$ cat src/rtl/barker_spreader_tx.sv
// barker_spreader_tx: Barker-11 spreader, one AXI-Stream data bit in, 11 chips out (MSB first); BARKER_TX_TLAST_EVERY_EN flags chip 10 of every symbol
module barker_spreader_tx #(
  parameter logic [10:0] BARKER_SEQ = 11'b11100010010,
  parameter int GAP_CYCLES = 0
) (
  input  logic i_clk,
  input  logic i_rst_n,
  input  logic s_tdata,
  input  logic s_tvalid,
  input  logic s_tlast,
  output logic s_tready,
  output logic m_tdata,
  output logic m_tvalid,
  output logic m_tlast,
  input  logic m_tready
);
  typedef enum logic [1:0] {IDLE, SEND, GAP} state_t;
  localparam logic [3:0] GAP_N = 4'(GAP_CYCLES);
  localparam logic HAS_GAP = GAP_CYCLES != 0;
`ifdef BARKER_TX_TLAST_EVERY_EN
  localparam logic TLAST_EVERY = 1'b1;
`else
  localparam logic TLAST_EVERY = 1'b0;
`endif
  state_t state_q, state_d;
  logic [10:0] chip_sr_q, chip_sr_d;
  logic [3:0] chip_idx_q, chip_idx_d, gap_cnt_q, gap_cnt_d;
  logic last_q, last_d;
  logic send, chip_end, accept;
  assign send = state_q == SEND;
  assign chip_end = send && chip_idx_q == 4'd10;
  assign m_tvalid = send;
  assign m_tdata = send & chip_sr_q[10];
  assign m_tlast = chip_end & (last_q | TLAST_EVERY);
  assign s_tready = i_rst_n & (state_q == IDLE || (chip_end && m_tready && !HAS_GAP));
  assign accept = s_tvalid & s_tready;
  always_comb begin
    state_d = state_q;
    chip_sr_d = chip_sr_q;
    chip_idx_d = chip_idx_q;
    gap_cnt_d = gap_cnt_q;
    last_d = last_q;
    if (send && m_tready) begin
      if (!chip_end) begin
        chip_sr_d = {chip_sr_q[9:0], 1'b0};
        chip_idx_d = chip_idx_q + 4'd1;
      end else begin
        state_d = HAS_GAP ? GAP : IDLE;
        gap_cnt_d = GAP_N;
      end
    end
    if (state_q == GAP) begin
      gap_cnt_d = gap_cnt_q - 4'd1;
      state_d = gap_cnt_q <= 4'd1 ? IDLE : GAP;
    end
    if (accept) begin
      chip_sr_d = BARKER_SEQ ^ {11{~s_tdata}};
      chip_idx_d = 4'd0;
      last_d = s_tlast;
      state_d = SEND;
    end
  end
  always_ff @(posedge i_clk) begin
    if (!i_rst_n) begin
      state_q <= IDLE;
      chip_sr_q <= '0;
      chip_idx_q <= '0;
      gap_cnt_q <= '0;
      last_q <= 1'b0;
    end else begin
      state_q <= state_d;
      chip_sr_q <= chip_sr_d;
      chip_idx_q <= chip_idx_d;
      gap_cnt_q <= gap_cnt_d;
      last_q <= last_d;
    end
  end
endmodule

$ cat config.mk
export PLATFORM = sky130hd
export DESIGN_NAME = barker_spreader_tx
export DESIGN_NICKNAME = d
export VERILOG_FILES = /design/src/rtl/barker_spreader_tx.sv
export SDC_FILE = /design/constraint.sdc
export NUM_CORES = 1
export LEC_CHECK = 0
export ABC_CLOCK_PERIOD_IN_PS = 1500
export CORE_MARGIN = 5
export CORE_UTILIZATION = 30
export CTS_CLUSTER_DIAMETER = 120
export DETAILED_ROUTE_END_ITERATION = 12
export GPL_TIMING_DRIVEN = 0
export PLACE_DENSITY = 0.58
export SLEW_MARGIN = 5
export SYNTH_ARGS = -nofsm -noshare
export SYNTH_HDL_FRONTEND = slang
export SYNTH_SLANG_ARGS = --single-unit
export TNS_END_PERCENT = 100
$ cat constraint.sdc
create_clock -name i_clk -period 1.5 [get_ports i_clk]
set_input_delay 0.375 -clock i_clk [delete_from_list [all_inputs] [get_ports i_clk]]
set_output_delay 0.375 -clock i_clk [all_outputs]
set_load 0.1 [all_outputs]
Yosys cells after proc, flatten, opt, wreduce, memory -nomap -nowiden
Cells that the tools add are included.
{"block": "classes", "n_addsub": 2, "order_cmp": 1, "eq_ne": 4, "mux": 11, "bitwise": 8, "n_reduce_logical": 15}
{"operator": "$mux W11", "count": 3}
{"operator": "$mux W4", "count": 3}
{"operator": "$mux W2", "count": 4}
{"operator": "$reduce_and A2 Y1", "count": 4}
{"operator": "$reduce_bool A2 Y1", "count": 3}
{"operator": "$reduce_bool A3 Y1", "count": 2}
{"operator": "$not A5 Y5", "count": 1}
{"operator": "$add A4 B1 Y4 const B", "count": 1}
{"operator": "$and A1 B1 Y1", "count": 4}
{"operator": "$eq A4 B4 Y1 const B", "count": 1}
{"operator": "$le A4 B1 Y1 const B", "count": 1}
{"operator": "$sub A4 B1 Y4 const B", "count": 1}
{"operator": "$logic_and A1 B1 Y1", "count": 3}
{"operator": "$not A1 Y1", "count": 3}
{"operator": "$eq A2 B1 Y1 const B", "count": 1}
{"operator": "$eq A2 B2 Y1 const B", "count": 1}
{"operator": "$logic_not A2 Y1", "count": 1}
{"operator": "$ne A2 B1 Y1 const B", "count": 1}
{"operator": "$reduce_or A2 Y1", "count": 1}
{"operator": "$logic_or A1 B1 Y1", "count": 1}
{"operator": "$mux W1", "count": 1}
{"block": "word_totals", "register_bits": 22, "in_bits": 6, "output_inout_bits": 4, "word_cells": 47}

Depth between registers and ports, before layout
{"block": "logic_depth", "ltp_word": 8, "ltp_mapped": 7, "ltp_nobuf": 6}

Worst setup path before layout
Ideal clock, no wire load.
{"block": "synth_timing", "path_kind": "input-to-output", "from": "in i_rst_n", "to": "out s_tready", "arrival_time_ns": 2.229, "t_required_ns": 1.125, "slack_ns": -1.104, "path_stages": 3, "n_path_buf": 2, "cell_sequence": "clkbuf_1 > clkbuf_1 > nor2b_1"}
{"block": "synth_between", "elab_chain_cells": 1}
{"element": "start: declaration", "line_no": "7", "text": "input logic i_rst_n,"}
{"element": "$and A1 B1 Y1", "line_no": "35", "text": "assign s_tready = i_rst_n & (state_q == IDLE || (chip_end && m_tready && !HAS_GAP));"}
{"element": "end: declaration", "line_no": "11", "text": "output logic s_tready,"}
No other way between the ends.

Worst setup path in the final report
{"block": "layout_timing", "from": "reg chip_idx_q[0]", "to": "out s_tready"}
{"block": "layout_between", "elab_chain_cells": 5}
{"element": "start: declaration", "line_no": "27", "text": "logic [3:0] chip_idx_q, chip_idx_d, gap_cnt_q, gap_cnt_d;"}
{"element": "start signal: assignment", "line_no": "73", "text": "chip_idx_q <= chip_idx_d;"}
{"element": "$eq A4 B4 Y1", "line_no": "31", "text": "assign chip_end = send && chip_idx_q == 4'd10;"}
{"element": "$logic_and A1 B1 Y1", "line_no": "31"}
{"element": "$logic_and A1 B1 Y1", "line_no": "35"}
{"element": "$logic_or A1 B1 Y1", "line_no": "35"}
{"element": "$and A1 B1 Y1", "line_no": "35"}
No other way between the ends.

==> run metrics <==
clk buf depth 2; port bufs 9; delay-heaviest family, CP flip-flops; synth warn 0; Final Setup Violations 16; ranking of synthesized cells by area dfxtp_1, a21boi_1, a22oi_1; Worst Path Max Fanout 3; Placed Cells 163; Die Y 69.2 µm; Seq cells post-synth 22; crit path capture type primary output; largest net degree at the start of global routing 14; Hold Crit Class flop to flop; Startpoint Class flop; Final Power 1.40 mW; Num CTS Buffers 3; Core Area 3360 µm²; routed length per instance 13.9 µm; Mapped Cells 108; Slowest-stage cell, CP dfxtp_4; Starting Density 31.3%; dominant cell type by area after synthesis dfxtp_1; Net Count, Synth 118; max capacitance violation total 0; reg2reg path depth 7; FFs w/ async S/R, synth 0%; Synth top area share 41.9%; worst slack at placement -1560 ps; Post-DP HPWL 1.66 mm; Hold Path Depth 2; Critical Path RT 1120 ps; Crit Path Category flop to primary output; initial antenna violation count 0; Core Util, Final 48.3%; Final WS setup -382 ps; CP Cell Sequence inv_2 -> ha_4 -> and3b_2 -> a21oi_4 -> nor2b_4 -> buf_12; Clock Sinks 22; period utilisation layout 125%; gr usage total 10.1%; io pins 10; antenna-violating nets left 0; first-pass GRT wire length 3.92 mm; failing checks setup timing; vias per cell 4.92; Post-synth top flop dfxtp_1; Synth-to-Final Area Change 54.5%; placer congestion estimate 0.719; cell with the most instances after synthesis dfxtp_1; die width 69.2 µm; Die ar. 4790 µm²; Crit path buffers/inverters 2; Netlist cell types 36; Seq/Total Area, Yosys 41.9%; Synth Cell Area 1050 µm²; DRC violations left 0; number of hold buffers added after CTS 0; Pwr Density 861 nW/µm²; leakage 0.647 nW; Ant. Diodes 0; Fmax achieved 531 MHz; worst slew pin tran 340 ps; Setup TNS -2100 ps; Rows 21; Slew Limit Fails 0; drt first pass iters 6; vias 890; Iter 0 DRT Violations 18; CTS tree built; skew final 4.20 ps; vias in the first global route 886; peak supply drop 0.379 mV; routed wire length 2.52 mm; share of cells above drive strength 1 45.9%; Crit path depth 6; Final Hold Fails 0; Rel. slew slack 77.4%; post-route insts no fill 181; CTS Root Cell clkbuf_4; Post-synth EDFFs 0; CTS clk-pin slew, worst paths 120 ps; Overflow after GRT 0; Nets 146; status finished with violations; RSZ-0062 raised after global routing yes; clk_lat worst skew 320 ps; fin crit period 1880 ps; Worst Path Arrival 1510 ps; max incr delay on CP 370 ps; Avg Cell Area, Syn 9.74 µm²; htree depth 1; top post-synthesis cells by count dfxtp_1, nor2_1, a21boi_1
-- sequential cells by signal, indices dropped and copies added (netlist names) --
register / count
chip_sr_q: 11
chip_idx_q: 4
gap_cnt_q: 4
state_q: 2
last_q: 1
-- worst paths after layout --
path,startpoint,endpoint,slack (ps)
setup / recovery,chip_idx_q[0],s_tready,-380
hold / removal,last_q,last_q,470
setup reg to reg,chip_idx_q[0],chip_sr_q[9],-170
hold reg to reg,last_q,last_q,470
-- through the flow --
stage	instance area [µm²]	hold WS, ps
after global routing	1630	504
after floorplan	1090	435
after CTS	1430	470
after detailed placement	1240	452
after global placement	1240	442
final	1630	471
-- layout by cell type, fill, tap and decap left out, drive strengths merged, types with 2 or more instances in the layout --
cell	count
and2b	2
clkbuf	6
o21ai	2
and2	2
clkdlybuf4s50	3
inv	5
o21a	2
mux2	2
a211oi	2
and3	4
nor2b	2
nand2b	3
xor2	3
buf	18
nor2	11
ha	4
dfxtp	22
a22oi	8
dlygate4sd2	2
a32oi	2
and3b	2
nand2	6
a21boi	9
o211a	2
-- layer usage --
metal / global-route usage (%) / up-vias / wire [µm]
li1: - / 443 / -
met1: 10.6 / 434 / 1040
met2: 19.1 / 11 / 1380
met3: 3.33 / 2 / 88
met4: 2.60 / 0 / 10
met5: 0 / - / 0
-- where the power goes --
part	switching, mW	leakage (nW)	total, mW	internal [mW]
combinational	0.157	0.437	0.312	0.155
clock	0.186	0.0279	0.457	0.270
sequential	0.0243	0.182	0.631	0.607
total	0.368	0.647	1.40	1.03
-- cell families (layout without fill, tap and decap cells) --
family	Yosys count	in the layout	synth area share [%]
buffers and inverters	9	35	4.28
AO/OA/AOI/OAI	30	31	23.7
XOR/XNOR	4	4	3.33
AND/OR/NAND/NOR	37	37	19.3
multiplexers	2	2	2.85
adder cells (fa/ha/maj)	4	4	4.76
flip-flops	22	22	41.9
-- worst min-delay path, cell delays in order, from the launching register on --
cell	delay, ps
dfxtp_1	330
nand2_1	50
o21ai_0	60
-- repair_timing --
| item | CTS | global route |
|---|---|---|
| hold endpoints to repair | 0 | 0 |
| pin swaps | 3 | 14 |
| gates cloned | 0 | 2 |
| setup endpoints to repair | 21 | 21 |
| gates resized for setup | 51 | 22 |
| buffers inserted | 6 | 6 |
-- area by class of cell --
type                    instances  area [µm²]
flip-flops and latches         22         455
fillers                       331        1740
inverters                       5        18.8
multi-input cells              78         737
clock inverters                 1        30.0
clock buffers                   3        22.5
plain buffers                   4        53.8
well taps                      46        57.6
repair buffers                 22         250
Power figures use the tool's default switching activity.
==> patch (config.mk and constraints unchanged) <==
`BARKER_SEQ`: 11'b11100010010 -> 11'b01110001001.
--- a/src/rtl/barker_spreader_tx.sv
+++ b/src/rtl/barker_spreader_tx.sv
@@ -2,3 +2,3 @@
 module barker_spreader_tx #(
-  parameter logic [10:0] BARKER_SEQ = 11'b11100010010,
+  parameter logic [10:0] BARKER_SEQ = 11'b01110001001,
   parameter int GAP_CYCLES = 0
Check against the original RTL: not equivalent (Yosys sat finds a counterexample within 4 cycles, from zero or initial values and one cycle with i_rst_n low).
==> patch against the original RTL <==
- routed wire length rose by 12%
- synthesized area rose by 1.9%
- setup slack improved by 46 ps
- design area rose by 6.6%
- sequential cell count did not move
- the flow still finishes with violations (negative setup slack)
- register-to-register slack barely moved
- sequential power barely moved
- hold slack improved by 12 ps
- final cell count rose by 5.0%
- total power rose by 3.3%
- combinational power rose by 13%
==> patch: results (changes against the original RTL) <==
[metrics] met1 demand-to-capacity share in global routing: 0.139 (was 0.106)
[metrics] pre-CTS setup slack: -1480 ps (was -1560 ps)
[metrics] combined flip-flop and latch cell area: 453 sq um (was 455 sq um)
[metrics] total setup violations reported at the end of the flow: 18 (was 16)
[metrics] Detail Route met2 WL: 1.43 mm (was 1.38 mm)
[metrics] global-route track usage on met2: 0.203 (was 0.191)
[metrics] initial detailed-routing violation count: 24 (was 18)
[metrics] most frequent cells after synthesis: sky130_fd_sc_hd__dfxtp_1, sky130_fd_sc_hd__nor2_1, sky130_fd_sc_hd__a21boi_1 (unchanged)
[metrics] VDD IR max: 0.386 mV (was 0.379 mV)
[metrics] share of cells above drive strength 1: 0.479 (was 0.459)
[metrics] complex-gate fraction of the synthesized area: 0.244 (was 0.237)
[metrics] number of standard cells in the layout, taps in and fillers out: 190 (was 181)
[metrics] Post-Synth XOR/XNOR Area: 0.0327 (was 0.0333)
[metrics] maximum fanout count along the critical path: 4 (was 3)
[metrics] Post-Layout Inst Area: 1730 sq um (was 1630 sq um)
[metrics] violated checks: negative setup slack (unchanged)
[metrics] length of routed met3 wiring: 66 um (was 88 um)
[metrics] multi-input combinational cell area: 761 sq um (was 737 sq um)
[metrics] number of cells in the design after placement: 167 (was 163)
[metrics] nonclk buf count: 32 (was 26)
[metrics] sequential element share of the synthesized area: 0.411 (was 0.419)
[metrics] slew at the pin closest to its max-slew limit: 339 ps (was 340 ps)
[metrics] fill cell instance count of the final layout: 293 (was 331)
[metrics] Syn Nets: 122 (was 118)
[metrics] run status: finished, violations left (unchanged)
[metrics] placed wire-length estimate after detailed placement: 1.64 mm (was 1.66 mm)
[metrics] CP Data Arrival Time: 1460 ps (was 1510 ps)
[metrics] internal power component: 0.00105 W (was 0.00103 W)
[metrics] overall routing resource usage: 0.117 (was 0.101)
[metrics] # nets final: 155 (was 146)
[metrics] adder and majority gate portion of the synthesized area: 0.0467 (was 0.0476)
[metrics] wire length of the first global-routing pass: 4.66 mm (was 3.92 mm)
[metrics] Met1 Routed Length: 1.29 mm (was 1.04 mm)
[metrics] total negative slack for setup checks: -2260 ps (was -2100 ps)
[metrics] weighted congestion reported at the end of routability-driven placement: 0.736 (was 0.719)
[metrics] Yosys cell types: 38 (was 36)
[metrics] capture point of the worst reg-to-reg path: chip_sr_q[5] (was chip_sr_q[9])
[metrics] Final Worst Setup Slack: -336 ps (was -382 ps)
[metrics] depth of the worst register-to-register path: 9 (was 7)
[metrics] vias after detailed routing: 945 (was 890)
[metrics] multiplexer fraction of the synthesized cell area: 0.0187 (was 0.0285)
[metrics] invs w/o clock: 7 (was 5)
[metrics] largest cells by area after synthesis: sky130_fd_sc_hd__dfxtp_1, sky130_fd_sc_hd__a21boi_1, sky130_fd_sc_hd__a22oi_1 (unchanged)
[metrics] mean area per synthesized cell: 9.57 sq um (was 9.74 sq um)
[metrics] layout buffering overhead excluding clock cells: 0.221 (was 0.187)
[patch: worst max path at each step]
stage,end,slack (ps),depth (start not counted),startpoint
floorplan,m_tlast,-300,3,state_q[1]
global placement,s_tready,-1480,5,i_rst_n
detailed placement,s_tready,-1480,5,i_rst_n
CTS,s_tready,-350,6,state_q[0]
global route,s_tready,-400,5,state_q[1]
finish,s_tready,-340,5,state_q[1]
[patch: power by group through the flow]
| stage | logic [W] | clock network [W] | registers, W |
|---|---|---|---|
| detailed placement | 0.000228 | 0 | 0.000637 |
| global placement | 0.000225 | 0 | 0.000636 |
| finish | 0.000353 | 0.000463 | 0.000630 |
| CTS | 0.000342 | 0.000468 | 0.000624 |
| floorplan | 0.000175 | 0 | 0.000634 |
| global route | 0.000372 | 0.000497 | 0.000634 |
[patch: repair_timing]
item,in CTS,in global routing
buffers inserted,15,6
setup endpoints to repair,26,26
pin swaps,26,21
gates resized for setup,72,18
endpoints found under the hold margin,0,0
cloned,2,0
